--- config.mk ---
export PLATFORM = sky130hd
export DESIGN_NAME = prop_sequencer
export DESIGN_NICKNAME = d
export VERILOG_FILES = /design/src/rtl/bitnet_seq_pkg.sv /design/src/rtl/lfsr16.sv /design/src/rtl/prop_sequencer.sv
export SDC_FILE = /design/constraint.sdc
export NUM_CORES = 1
export LEC_CHECK = 0
export ABC_AREA = 1
export BUFFER_PORTS_ARGS = -buffer_cell sky130_fd_sc_hd__buf_4
export CAP_MARGIN = 20
export CORE_ASPECT_RATIO = 0.8
export CORE_UTILIZATION = 30
export DETAILED_ROUTE_END_ITERATION = 8
export HOLD_SLACK_MARGIN = 0.08
export RECOVER_POWER = 50
export SLEW_MARGIN = 20
export SYNTH_ARGS = -nofsm -noshare
export SYNTH_HDL_FRONTEND = slang
export SYNTH_SLANG_ARGS = --single-unit
--- constraint.sdc ---
create_clock -name clk_in -period 1.2 [get_ports clk_in]
set_input_delay 0.12 -clock clk_in [delete_from_list [all_inputs] [get_ports clk_in]]
set_output_delay 0.12 -clock clk_in [all_outputs]
set_load 0.01 [all_outputs]
--- src/rtl/bitnet_seq_pkg.sv ---
// Shared types and constants for the layer-wavefront sequencer.
package bitnet_seq_pkg;

   typedef enum logic [2:0] {
      S_IDLE     = 3'd0,
      S_INIT     = 3'd1,
      S_FWD      = 3'd2,
      S_WAIT_ERR = 3'd3,
      S_BWD      = 3'd4
   } seq_state_t;

   // Feedback taps 16,14,13,11 for a left-shifting Fibonacci register.
   localparam logic [15:0] LFSR_TAPS    = 16'hB400;
   localparam logic [15:0] DEFAULT_SEED = 16'hACE1;

endpackage

--- src/rtl/lfsr16.sv ---
// 16-bit Fibonacci LFSR; free-runs every cycle, synchronous load of the seed.
module lfsr16
   import bitnet_seq_pkg::*;
(
   input  logic        clk_in,
   input  logic        load_in,
   input  logic [15:0] seed_in,
   output logic [15:0] state_out
);

   logic [15:0] lfsr_q;
   logic [15:0] lfsr_d;

   always_comb begin
      lfsr_d = {lfsr_q[14:0], ^(lfsr_q & LFSR_TAPS)};
   end

   always_ff @(posedge clk_in) begin
      if (load_in) begin
         lfsr_q <= seed_in;
      end else begin
         lfsr_q <= lfsr_d;
      end
   end

   assign state_out = lfsr_q;

endmodule

--- src/rtl/prop_sequencer.sv ---
// Layer-wavefront sequencer: forward strobes front-to-back, optional error
// handshake, backward strobes back-to-front, plus network reset and osc seeds.
//
//   state    | meaning
//   ---------+------------------------------------------------------------
//   IDLE     | waiting for init or a pass request
//   INIT     | net_rst_out held for INIT_CYCLES cycles
//   FWD      | fd_prop strobe walking up; tail_q marks the result/done cycle
//   WAIT_ERR | result reported, waiting for the external error vector
//   BWD      | bk_prop strobe walking down; tail_q marks the done cycle
module prop_sequencer
   import bitnet_seq_pkg::*;
#(
   parameter int          N_LAYERS    = 4,
   parameter int          INIT_CYCLES = 2,
   parameter logic [15:0] SEED        = DEFAULT_SEED
) (
   input  logic                clk_in,
   input  logic                rst_in,
   input  logic                init_in,
   input  logic                req_valid_in,
   input  logic                req_train_in,
   output logic                req_ready_out,
   input  logic                err_valid_in,
   output logic                err_ready_out,
   output logic [N_LAYERS-1:0] fd_prop_out,
   output logic [N_LAYERS-1:0] bk_prop_out,
   output logic                net_rst_out,
   output logic [N_LAYERS-1:0] osc_out,
   output logic                result_valid_out,
   output logic                done_out,
   output logic                busy_out
);

   localparam int IDX_W = (N_LAYERS > 1) ? $clog2(N_LAYERS) : 1;
   localparam int CNT_W = (INIT_CYCLES > 1) ? $clog2(INIT_CYCLES) : 1;
   localparam logic [IDX_W-1:0]    IDX_LAST = IDX_W'(N_LAYERS - 1);
   localparam logic [CNT_W-1:0]    CNT_LOAD = CNT_W'(INIT_CYCLES - 1);
   localparam logic [N_LAYERS-1:0] STROBE_ONE = N_LAYERS'(1);

   seq_state_t          state_q, state_d;
   logic [IDX_W-1:0]    idx_q, idx_d;
   logic [CNT_W-1:0]    cnt_q, cnt_d;
   logic                tail_q, tail_d;
   logic                train_q, train_d;
   logic [N_LAYERS-1:0] fd_q, fd_d;
   logic [N_LAYERS-1:0] bk_q, bk_d;
   logic                rv_q, rv_d;
   logic                done_q, done_d;
   logic                err_rdy_q, err_rdy_d;
   logic                net_rst_q, net_rst_d;
   logic                busy_q, busy_d;
   logic                fd_en, bk_en;
   logic [15:0]         lfsr_w;
   logic                unused_lfsr_hi;

   lfsr16 u_lfsr (
      .clk_in    (clk_in),
      .load_in   (rst_in),
      .seed_in   (SEED),
      .state_out (lfsr_w)
   );

   assign unused_lfsr_hi = ^lfsr_w;

   always_comb begin
      state_d   = state_q;
      idx_d     = idx_q;
      cnt_d     = cnt_q;
      tail_d    = tail_q;
      train_d   = train_q;
      fd_en     = 1'b0;
      bk_en     = 1'b0;
      rv_d      = 1'b0;
      done_d    = 1'b0;
      err_rdy_d = 1'b0;
      net_rst_d = 1'b0;

      case (state_q)
         S_IDLE: begin
            if (init_in) begin
               state_d   = S_INIT;
               cnt_d     = CNT_LOAD;
               net_rst_d = 1'b1;
            end else if (req_valid_in) begin
               state_d = S_FWD;
               idx_d   = '0;
               tail_d  = 1'b0;
               train_d = req_train_in;
               fd_en   = 1'b1;
            end
         end
         S_INIT: begin
            if (cnt_q == '0) begin
               state_d = S_IDLE;
            end else begin
               cnt_d     = cnt_q - CNT_W'(1);
               net_rst_d = 1'b1;
            end
         end
         S_FWD: begin
            if (tail_q) begin
               state_d = S_IDLE;
               tail_d  = 1'b0;
            end else if (idx_q == IDX_LAST) begin
               rv_d = 1'b1;
               if (train_q) begin
                  state_d   = S_WAIT_ERR;
                  err_rdy_d = 1'b1;
               end else begin
                  done_d = 1'b1;
                  tail_d = 1'b1;
               end
            end else begin
               idx_d = idx_q + IDX_W'(1);
               fd_en = 1'b1;
            end
         end
         S_WAIT_ERR: begin
            if (err_valid_in) begin
               state_d = S_BWD;
               idx_d   = IDX_LAST;
               tail_d  = 1'b0;
               bk_en   = 1'b1;
            end else begin
               err_rdy_d = 1'b1;
            end
         end
         S_BWD: begin
            if (tail_q) begin
               state_d = S_IDLE;
               tail_d  = 1'b0;
            end else if (idx_q == '0) begin
               done_d = 1'b1;
               tail_d = 1'b1;
            end else begin
               idx_d = idx_q - IDX_W'(1);
               bk_en = 1'b1;
            end
         end
         default: begin
            state_d = S_IDLE;
            tail_d  = 1'b0;
         end
      endcase

      fd_d   = fd_en ? (STROBE_ONE << idx_d) : '0;
      bk_d   = bk_en ? (STROBE_ONE << idx_d) : '0;
      busy_d = (state_d != S_IDLE);
   end

   always_ff @(posedge clk_in) begin
      if (rst_in) begin
         state_q   <= S_IDLE;
         idx_q     <= '0;
         cnt_q     <= '0;
         tail_q    <= 1'b0;
         train_q   <= 1'b0;
         fd_q      <= '0;
         bk_q      <= '0;
         rv_q      <= 1'b0;
         done_q    <= 1'b0;
         err_rdy_q <= 1'b0;
         net_rst_q <= 1'b1;
         busy_q    <= 1'b0;
      end else begin
         state_q   <= state_d;
         idx_q     <= idx_d;
         cnt_q     <= cnt_d;
         tail_q    <= tail_d;
         train_q   <= train_d;
         fd_q      <= fd_d;
         bk_q      <= bk_d;
         rv_q      <= rv_d;
         done_q    <= done_d;
         err_rdy_q <= err_rdy_d;
         net_rst_q <= net_rst_d;
         busy_q    <= busy_d;
      end
   end

   // Only the handshake-ready is combinational so init wins in its own cycle.
   assign req_ready_out    = (state_q == S_IDLE) && !init_in;
   assign err_ready_out    = err_rdy_q;
   assign fd_prop_out      = fd_q;
   assign bk_prop_out      = bk_q;
   assign net_rst_out      = net_rst_q;
   assign osc_out          = lfsr_w[N_LAYERS-1:0];
   assign result_valid_out = rv_q;
   assign done_out         = done_q;
   assign busy_out         = busy_q;

endmodule

# Word level (Yosys, flattened, before mapping)
# Cells that the tools add are included.
[totals] inputBits=6 elab_cells=92 out_inout_bits=18 regBits=37
[op_classes] shift=1 n_mux=48 n_reduce_logical=13 n_eq_ne=9 bitwise_logic=5 n_addsub=3
[ops] op="1-bit 2-to-1 mux" n=24
[ops] op="3-bit 2-to-1 mux" n=8
[ops] op="16-bit parity" n=1
[ops] op="3-bit one-hot mux with 5 select lines" n=1
[ops] op="2-bit 2-to-1 mux" n=7
[ops] op="1-bit one-hot mux with 2 select lines" n=6
[ops] op="2-bit inequality test (second input constant)" n=4
[ops] op="2-bit one-hot mux with 4 select lines" n=1
[ops] op="3-bit by 2-bit equality test with 1-bit output (second input constant)" n=2
[ops] op="1-bit NOT" n=5
[ops] op="1-bit one-hot mux with 5 select lines" n=1
[ops] op="4-bit AND reduction" n=1
[ops] op="2-bit OR reduction" n=2
[ops] op="1-bit by 2-bit left shift with 4-bit output (first input constant)" n=1
[ops] op="3-bit by 1-bit equality test with 1-bit output (second input constant)" n=1
[ops] op="3-bit equality test (second input constant)" n=1
[ops] op="3-bit logical NOT" n=1
[ops] op="3-bit AND reduction" n=1
[ops] op="3-bit nonzero test" n=1
[ops] op="3-bit OR reduction" n=1
[ops] op="2-bit by 1-bit adder with 2-bit output (second input constant)" n=1
[ops] op="2-bit equality test (second input constant)" n=1
[ops] op="2-bit logical NOT" n=1
[ops] op="2-bit AND reduction" n=1
[ops] op="5 further kinds" n=5

# Logic depth before layout (Yosys ltp)
# Gate-level depths: netlist (run 1).
[depth] ltp_word=6 ltp_mapped=10 depth_no_buf=10

# Cells and area by module
# Synthesis (run 1) repeated with hierarchy kept, for this count alone.
[unflattened] cells_unflattened=212 hier_area_um2=1560.2
[modules_own_cells] module="prop_sequencer" n_inst=1 area_each_um2=943.4 cells_per_inst=131 seq_area_each_um2=420.4
[modules_own_cells] module="lfsr16" n_inst=1 area_each_um2=616.8 cells_per_inst=81 seq_area_each_um2=320.3

# Worst setup path after synthesis (run 1)
# Ideal clock, no wire load.
[synth_timing] path_type="register to register" startpoint="register state_q[2]" endpoint="register bk_q[3] (netlist: bk_prop_out[3])" n_path_buf=0 setup_ns=0.119 stages_incl_launch_ff=11 t_required_ns=1.081 path_slack_ns=-0.004 synth_period_minus_slack_ns=1.204 t_arrival_ns=1.086 cell_sequence="dfxtp_1 > inv_2 > nand2_1 > nor2_2 > nand2_1 > nand2_1 > nand2_1 > nand2_2 > nand2_4 > nand2_1 > nor2_1"
[synth_between] elab_chain_cells=4 word_cells_on_any_way=9 classes_between="eq/ne (3); shift (1); mux (2); bitwise (1); reduce/logical (2)"
[synth_lines] element="from (decl)" line_no="prop_sequencer.sv:41" text="seq_state_t state_q, state_d;"
[synth_lines] element="from (signal assigned)" line_no="prop_sequencer.sv:167" text="state_q <= state_d;"
[synth_lines] element="3-bit equality test or 3-bit by 2-bit equality test with 1-bit output (tied branches)" line_no="prop_sequencer.sv:79" text="case (state_q)"
[synth_lines] element="1-bit one-hot mux with 2 select lines" line_no="prop_sequencer.sv:79"
[synth_lines] element="1-bit NOT (no source line)"
[synth_lines] element="2-bit OR reduction (no source line)"
[synth_lines] element="to (signal assigned)" line_no="prop_sequencer.sv:173" text="bk_q <= bk_d;"
[synth_lines] element="to (decl)" line_no="prop_sequencer.sv:47" text="logic [N_LAYERS-1:0] bk_q, bk_d;"
# Several ways; a longest one is shown, not always the timed one.
# A chain may end at the register's enable or synchronous reset.

# Final worst setup path (run 1)
[layout_timing] startpoint="register state_q[1]" endpoint="output req_ready_out"
[layout_between] elab_chain_cells=2
[layout_lines] element="3-bit logical NOT" line_no="prop_sequencer.sv:183" text="assign req_ready_out = (state_q == S_IDLE) && !init_in;"
[layout_lines] element="1-bit logical AND" line_no="prop_sequencer.sv:183"
[layout_lines] element="to (decl)" line_no="prop_sequencer.sv:23" text="output logic req_ready_out,"
# Every way passes these cells.

==> impl_metrics.sql, run 1 <==
INSERT INTO impl_metrics (metric_group, metric, value, unit) VALUES
('timing', 'setup-violations-final', '13', ''),
('yosys', 'synth_seq_area_share', '50.86', '%'),
('drt', 'wl_per_cell', '10.37', 'um'),
('yosys', 'ys_warn_count', '0', ''),
('timing', 'timing.final.max_slew_violations', '0', ''),
('die', 'die_y', '64.32', 'um'),
('worst_setup_path', 'startpoint_type', 'register', ''),
('timing', 'timing.final.crit_share', '109.3', '%'),
('grt', 'global_route_wire_length_before_repair', '4857', 'um'),
('cts', 'cts_num_sinks', '37', ''),
('worst_setup_path', 'highest_fanout_seen_on_the_critical_path', '4', ''),
('grt', 'grt.overflow.total', '0', ''),
('drt', 'drt_pre_antenna_iters', '4', ''),
('final_layout', 'drive_above_1_share', '41.74', '%'),
('final_layout', 'fin_area', '1964', 'um^2'),
('yosys', 'synth.top_cell.area_share', '50.86', '%'),
('die', 'die_area', '5139', 'um^2'),
('power', 'irDropWorstVdd', '0.9502', 'mV'),
('final_layout', 'finish.net_count', '224', ''),
('cts', 'cts_root_buffer', 'clkbuf_8', ''),
('timing', 'worst_slew_pin_slew', '0.2924', 'ns'),
('yosys', 'ys_top_cells_by_area', 'dfxtp_1, inv_1, nor2_1, nand2_1, nand3_1', ''),
('worst_setup_path', 'reg2reg_to', 'bk_prop_out[3]', ''),
('worst_setup_path', 'worstPathArrival', '1.19', 'ns'),
('final_layout', 'most-common-layout-cells', 'dfxtp_1, buf_4, nor2_1, inv_1, nand2_1', ''),
('die', 'die-width', '79.90', 'um'),
('status', 'violated_checks', 'setup timing', ''),
('die', 'num_rows', '22', ''),
('timing', 'clock.fmax', '762.2', 'MHz'),
('cts', 'cts_made_buffers', '5', ''),
('timing', 'tns', '-0.8887', 'ns'),
('yosys', 'mappedNetlistNets', '183', ''),
('yosys', 'synth_top_cell_by_area', 'dfxtp_1', ''),
('grt', 'first_global_vias', '1041', ''),
('final_layout', 'synthToLayoutAreaGrowth', '34.88', '%'),
('timing', 'finalCriticalPeriod', '1.312', 'ns'),
('worst_setup_path', 'regToRegStartpoint', 'state_q[0]', ''),
('worst_setup_path', 'worst_setup_path_startpoint', 'state_q[1]', ''),
('cts', 'tritoncts', 'done', ''),
('worst_setup_path', 'r2r_cells', '10', ''),
('worst_setup_path', 'setup.worst_path.class', 'reg -> out', ''),
('run', 'timing.max_cap.violations', '0', ''),
('worst_hold_path', 'hp-start', 'req_train_in', ''),
('power', 'leakage', '0.9419', 'nW'),
('timing', 'finalClockSkew', '0.004899', 'ns'),
('final_layout', 'n_fill_cell', '476', ''),
('power', 'p_total', '2.609', 'mW'),
('worst_setup_path', 'setup.worst_path.end', 'req_ready_out', ''),
('drt', 'remaining_drc_errors', '0', ''),
('drt', 'vias', '1148', ''),
('yosys', 'synth-seq-cells', '37', ''),
('yosys', 'synthesis.area_per_instance', '8.228', 'um^2'),
('timing', 'slew_headroom', '80.36', '%'),
('yosys', 'post_synth_num_cell_types', '29', ''),
('die', 'core', '4624', 'um^2'),
('placed_design', 'placed_area', '1753', 'um^2'),
('worst_setup_path', 'crit_path_end_kind', 'output port', ''),
('status', 'run_status', 'finished, violations left', ''),
('worst_setup_path', 'cp_data_required_time', '1.08', 'ns'),
('placed_design', 'detailedPlacementHpwl', '1930', 'um'),
('cts', 'clock_tree.htree_level_count', '2', ''),
('drt', 'vias_per_cell', '4.129', ''),
('grt', 'grt_most_used_layer', 'met2', ''),
('timing', 'fin_ws', '-0.1120', 'ns'),
('placed_design', 'gpl.final_weighted_congestion', '0.7799', ''),
('worst_hold_path', 'holdCritPathClass', 'in -> reg', ''),
('grt', 'gr-usage-all-layers', '12.68', '%'),
('cts', 'cts-root-to-sink-buffers', '2', ''),
('worst_setup_path', 'flop2flop_setup_slack', '-0.10', 'ns'),
('die', 'initial_util', '31.49', '%'),
('cts', 'cts.clk_slew.worst_paths', '0.06', 'ns');
power by group:
| group | internal [mW] | total, mW | switching [mW] |
|---|---|---|---|
| clock network | 0.455 | 0.857 | 0.402 |
| logic | 0.204 | 0.421 | 0.217 |
| registers | 1.29 | 1.33 | 0.0363 |
| total | 1.95 | 2.61 | 0.656 |
state kept, by name (all words and copies together) (netlist names):
signal	cells
idx_q	2
state_q	3
net_rst_out	1
train_q	1
result_valid_out	1
u_lfsr.state_out	16
done_out	1
fd_prop_out	4
cnt_q	1
bk_prop_out	4
busy_out	1
tail_q	1
err_ready_out	1
layout make-up:
type / count / area, um^2 / area share, %
clock buffer: 7 / 86.33 / 4.395
timing repair buffer: 41 / 326.6 / 16.62
tap: 60 / 75.07 / 3.822
inverter: 28 / 106.4 / 5.414
multi-input combinational: 105 / 619.3 / 31.53
sequential: 37 / 750.7 / 38.22
worst min-delay path by stage:
stage / end / slack [ns] / depth (start not counted)
CTS: train_q / 0.09 / 3
global placement: u_lfsr.state_out[9] / 0.39 / 2
detailed placement: u_lfsr.state_out[7] / 0.39 / 1
global route: train_q / 0.12 / 3
floorplan: state_q[2] / 0.20 / 1
finish: train_q / 0.11 / 3
timing repair:
| action | in CTS | in global routing |
|---|---|---|
| gates resized for setup | 18 | 7 |
| pin swaps | 11 | 2 |
| buffers inserted | 7 | 0 |
| setup endpoints to repair | 14 | 19 |
critical path, stage by stage (launching register included):
cell,delay (ns)
dfxtp_4,0.35
nor2_4,0.15
nand2_2,0.09
nor2_4,0.13
buf_6,0.10
buf_6,0.08
synth_stat cells (all sizes together):
cell type / instances
a21boi: 1
a21oi: 6
and2: 1
buf: 5
clkbuf: 2
clkinv: 1
dfxtp: 37
inv: 27
nand2: 29
nand3: 15
nand4: 2
nor2: 31
nor3: 3
o21ai: 7
or2: 8
xnor2: 1
xor2: 1
routing by layer:
| metal | share of wire, % | up-vias |
|---|---|---|
| met2 | 42 | 31 |
| met4 | 0.35 | 0 |
| li1 | - | 617 |
| met1 | 51 | 498 |
| met3 | 6.2 | 2 |
| met5 | 0 | - |
stage by stage:
stage	cells	hold slack, ns	utilization [%]	setup slack, ns
2_1_floorplan	177	0.2028	-	0.002588
3_3_place_gp	264	0.3889	37.91	-0.08416
3_5_place_dp	264	0.3937	37.91	-0.1046
4_1_cts	278	0.09479	42.18	-0.1073
5_1_grt	278	0.1214	42.48	-0.1905
6_report	278	0.1055	42.48	-0.1120
logic make-up after synthesis:
kind of cell	count (synthesis)	share of synthesized area, %
buf+inv	35	10.22
flops	37	50.86
compound gates	14	5.498
xor+xnor	2	1.203
simple gates	89	32.22
No activity file was read; power rests on OpenSTA's default activity.
==> inputs of run 2 (changes only) <==
==> constraint.sdc (replaced) <==
create_clock -name clk_in -period 1.2 [get_ports clk_in]
set_input_delay 0.06 -clock clk_in [delete_from_list [all_inputs] [get_ports clk_in]]
set_output_delay 0.06 -clock clk_in [all_outputs]
set_load 0.01 [all_outputs]
==> run 2 against run 1 <==
- the run still ends with setup timing left
- global-route usage fell by 0.42 points
- sequential share of layout area fell by 0.11 points
- combinational power fell by 2%
- final area rose by 0.45%
==> impl_metrics.sql, run 2 (synthesis results as in run 1) <==
INSERT INTO impl_metrics (metric_group, metric, value, unit) VALUES
('status', 'run_status', 'finished, violations left', ''),
('status', 'violated_checks', 'setup timing', ''),
('final_layout', 'most-common-layout-cells', 'dfxtp_1, buf_4, inv_1, nor2_1, nand2_1', ''),
('power', 'power.density_cell_area', '1315', 'nW/um^2'),
('timing', 'slew_headroom', '82.02', '%'),
('grt', 'grt.overflow.total', '0', ''),
('cts', 'cts.clk_slew.worst_paths', '0.07', 'ns'),
('worst_setup_path', 'cp_data_required_time', '1.38', 'ns'),
('worst_setup_path', 'crit_path_max_incr_delay', '0.36', 'ns'),
('final_layout', 'largest_register_ff_count', '16', ''),
('placed_design', 'detailedPlacementHpwl', '1930', 'um'),
('drt', 'vias_per_cell', '4.104', ''),
('cts', 'cts_root_buffer', 'clkbuf_8', ''),
('placed_design', 'dp_slack', '-0.1046', 'ns'),
('drt', 'wl_per_cell', '10.16', 'um'),
('power', 'p_total', '2.594', 'mW'),
('worst_setup_path', 'setup.worst_path.class', 'reg -> reg', ''),
('grt', 'gr-usage-all-layers', '12.26', '%'),
('cts', 'tritoncts', 'done', ''),
('final_layout', 'fin_util', '42.67', '%'),
('grt', 'met1_usage', '16.06', '%'),
('final_layout', 'drive_above_1_share', '41.74', '%'),
('timing', 'fin_ws', '-0.09932', 'ns'),
('timing', 'timing.final.crit_share', '108.3', '%'),
('grt', 'grt_max_degree', '24', ''),
('worst_setup_path', 'flop2flop_setup_slack', '-0.1', 'ns'),
('final_layout', 'finish.net_count', '224', ''),
('worst_setup_path', 'worst_path_dominant_cell_family', 'simple AND/OR/NAND/NOR gates', ''),
('die', 'floorplan.io_pins', '24', ''),
('power', 'leakage', '0.9407', 'nW'),
('worst_setup_path', 'crit_path_end_kind', 'register', ''),
('worst_setup_path', 'startpoint_type', 'register', ''),
('worst_setup_path', 'cell_type_with_the_highest_occurrence_count_on_the_critical_path', 'nand2_1', ''),
('cts', 'cts_made_buffers', '5', ''),
('grt', 'global_route_wire_length_before_repair', '4671', 'um'),
('timing', 'worst_slew_pin_slew', '0.2695', 'ns'),
('grt', 'grt_antenna_before_repair', '0', ''),
('timing', 'setup-violations-final', '11', ''),
('placed_design', 'place.port_buffers', '23', ''),
('timing', 'finalCriticalPeriod', '1.299', 'ns'),
('timing', 'grt_setup_unrepaired', 'true', ''),
('worst_hold_path', 'holdCritPathClass', 'in -> reg', ''),
('grt', 'grtUsageMet3', '6.000', '%'),
('worst_setup_path', 'worstPathArrival', '1.47', 'ns'),
('final_layout', 'antenna_cells_inserted', '0', ''),
('power', 'irDropWorstVdd', '0.9422', 'mV'),
('final_layout', 'synthToLayoutAreaGrowth', '35.48', '%'),
('die', 'die-width', '79.90', 'um'),
('drt', 'drt_first_iter_violations', '30', ''),
('die', 'die_y', '64.32', 'um'),
('run', 'timing.max_cap.violations', '0', ''),
('die', 'num_rows', '22', ''),
('die', 'core', '4624', 'um^2'),
('timing', 'finalClockSkew', '0.005087', 'ns'),
('cts', 'clock_tree.htree_level_count', '2', ''),
('cts', 'clkLatencyLatePin', '0.28', 'ns'),
('worst_setup_path', 'crit_slowest_cell', 'dfxtp_4', ''),
('worst_setup_path', 'timing.critical_path.cells', 'buf_6, buf_6, nor2_4, nand2_1, nand2_1, nand2_1, nand2_2, nand2_4, nand2_2, nor2_1', ''),
('drt', 'remaining_drc_errors', '0', ''),
('grt', 'grt_most_used_layer', 'met2', ''),
('worst_setup_path', 'cp_num_buf_inv', '2', ''),
('drt', 'route.antenna.remaining_nets', '0', ''),
('grt', 'met2_capacity_usage_during_global_routing', '17.74', '%'),
('die', 'die_area', '5139', 'um^2'),
('placed_design', 'gpl.final_weighted_congestion', '0.7799', ''),
('timing', 'timing.final.max_slew_violations', '0', ''),
('timing', 'finalHoldViolCount', '0', ''),
('final_layout', 'most_common_cell_after_layout_fill_and_taps_aside', 'dfxtp_1', ''),
('cts', 'cts_num_sinks', '37', ''),
('timing', 'clock.fmax', '769.6', 'MHz'),
('drt', 'drt_pre_antenna_iters', '4', ''),
('drt', 'finalWirelength', '2825', 'um'),
('die', 'initial_util', '31.49', '%'),
('drt', 'vias', '1141', ''),
('worst_setup_path', 'highest_fanout_seen_on_the_critical_path', '4', ''),
('cts', 'cts-root-to-sink-buffers', '2', ''),
('grt', 'first_global_vias', '1004', '');
-- run 2: cell count changes in the layout (fill, tap and decap cells not counted), sizes merged --
cell and change:
buf -3, dlygate4sd3 +1, clkbuf +2
-- run 2: power breakdown --
part           internal, mW  switching [mW]  leakage (nW)
Combinational         0.198           0.215         0.589
Clock                 0.455           0.394        0.0443
Sequential             1.29          0.0375         0.307
-- run 2: worst paths after layout --
kind | start | to | cells after the start
worst max-delay path | state_q[0] | fd_prop_out[3] | 10
worst min-delay path | req_valid_in | train_q | 3
worst max register to register | state_q[0] | fd_prop_out[3] | 10
worst min register to register | u_lfsr.state_out[8] | u_lfsr.state_out[9] | 2
-- run 2: what timing repair did --
action | 4_1_cts | 5_1_grt
hold buffers | 1 | 0
pin swaps | 5 | 8
endpoints found under the hold margin | 1 | 0
setup buffers | 2 | 4
endpoints found under the setup margin | 14 | 19
resized for setup | 15 | 14
-- run 2: metal layers --
metal | share of wire (%) | wire length [um]
met1 | 51 | 1446
met2 | 43 | 1205
met4 | 0.28 | 8
met5 | 0 | 0
met3 | 5.8 | 163
-- run 2: worst reg2reg max path, stage by stage, from the launching register on --
cell	delay (ns)
dfxtp_4	0.36
buf_6	0.12
buf_6	0.11
nor2_4	0.11
nand2_1	0.07
nand2_1	0.05
nand2_1	0.07
nand2_2	0.11
nand2_4	0.08
nand2_2	0.08
nor2_1	0.04
-- run 2: metrics by stage --
step	cell area [um^2]	instances	TNS, ns	hold WS [ns]
after detailed placement	1753	264	-0.6749	0.3495
after global routing	1973	278	-1.735	0.08443
after floorplan	1465	177	0	0.1428
after CTS	1908	274	-0.4974	0.1073
after global placement	1753	264	-0.6012	0.3403
final	1973	278	-0.6026	0.08204
-- run 2: layout make-up --
cell class                 count  area, um^2
multi-input combinational    105       633.1
sequential                    37       752.0
tap                           60       75.07
fill                         475        2651
inverter                      28       108.9
clock buffer                   7       86.33
timing repair buffer          41       317.8
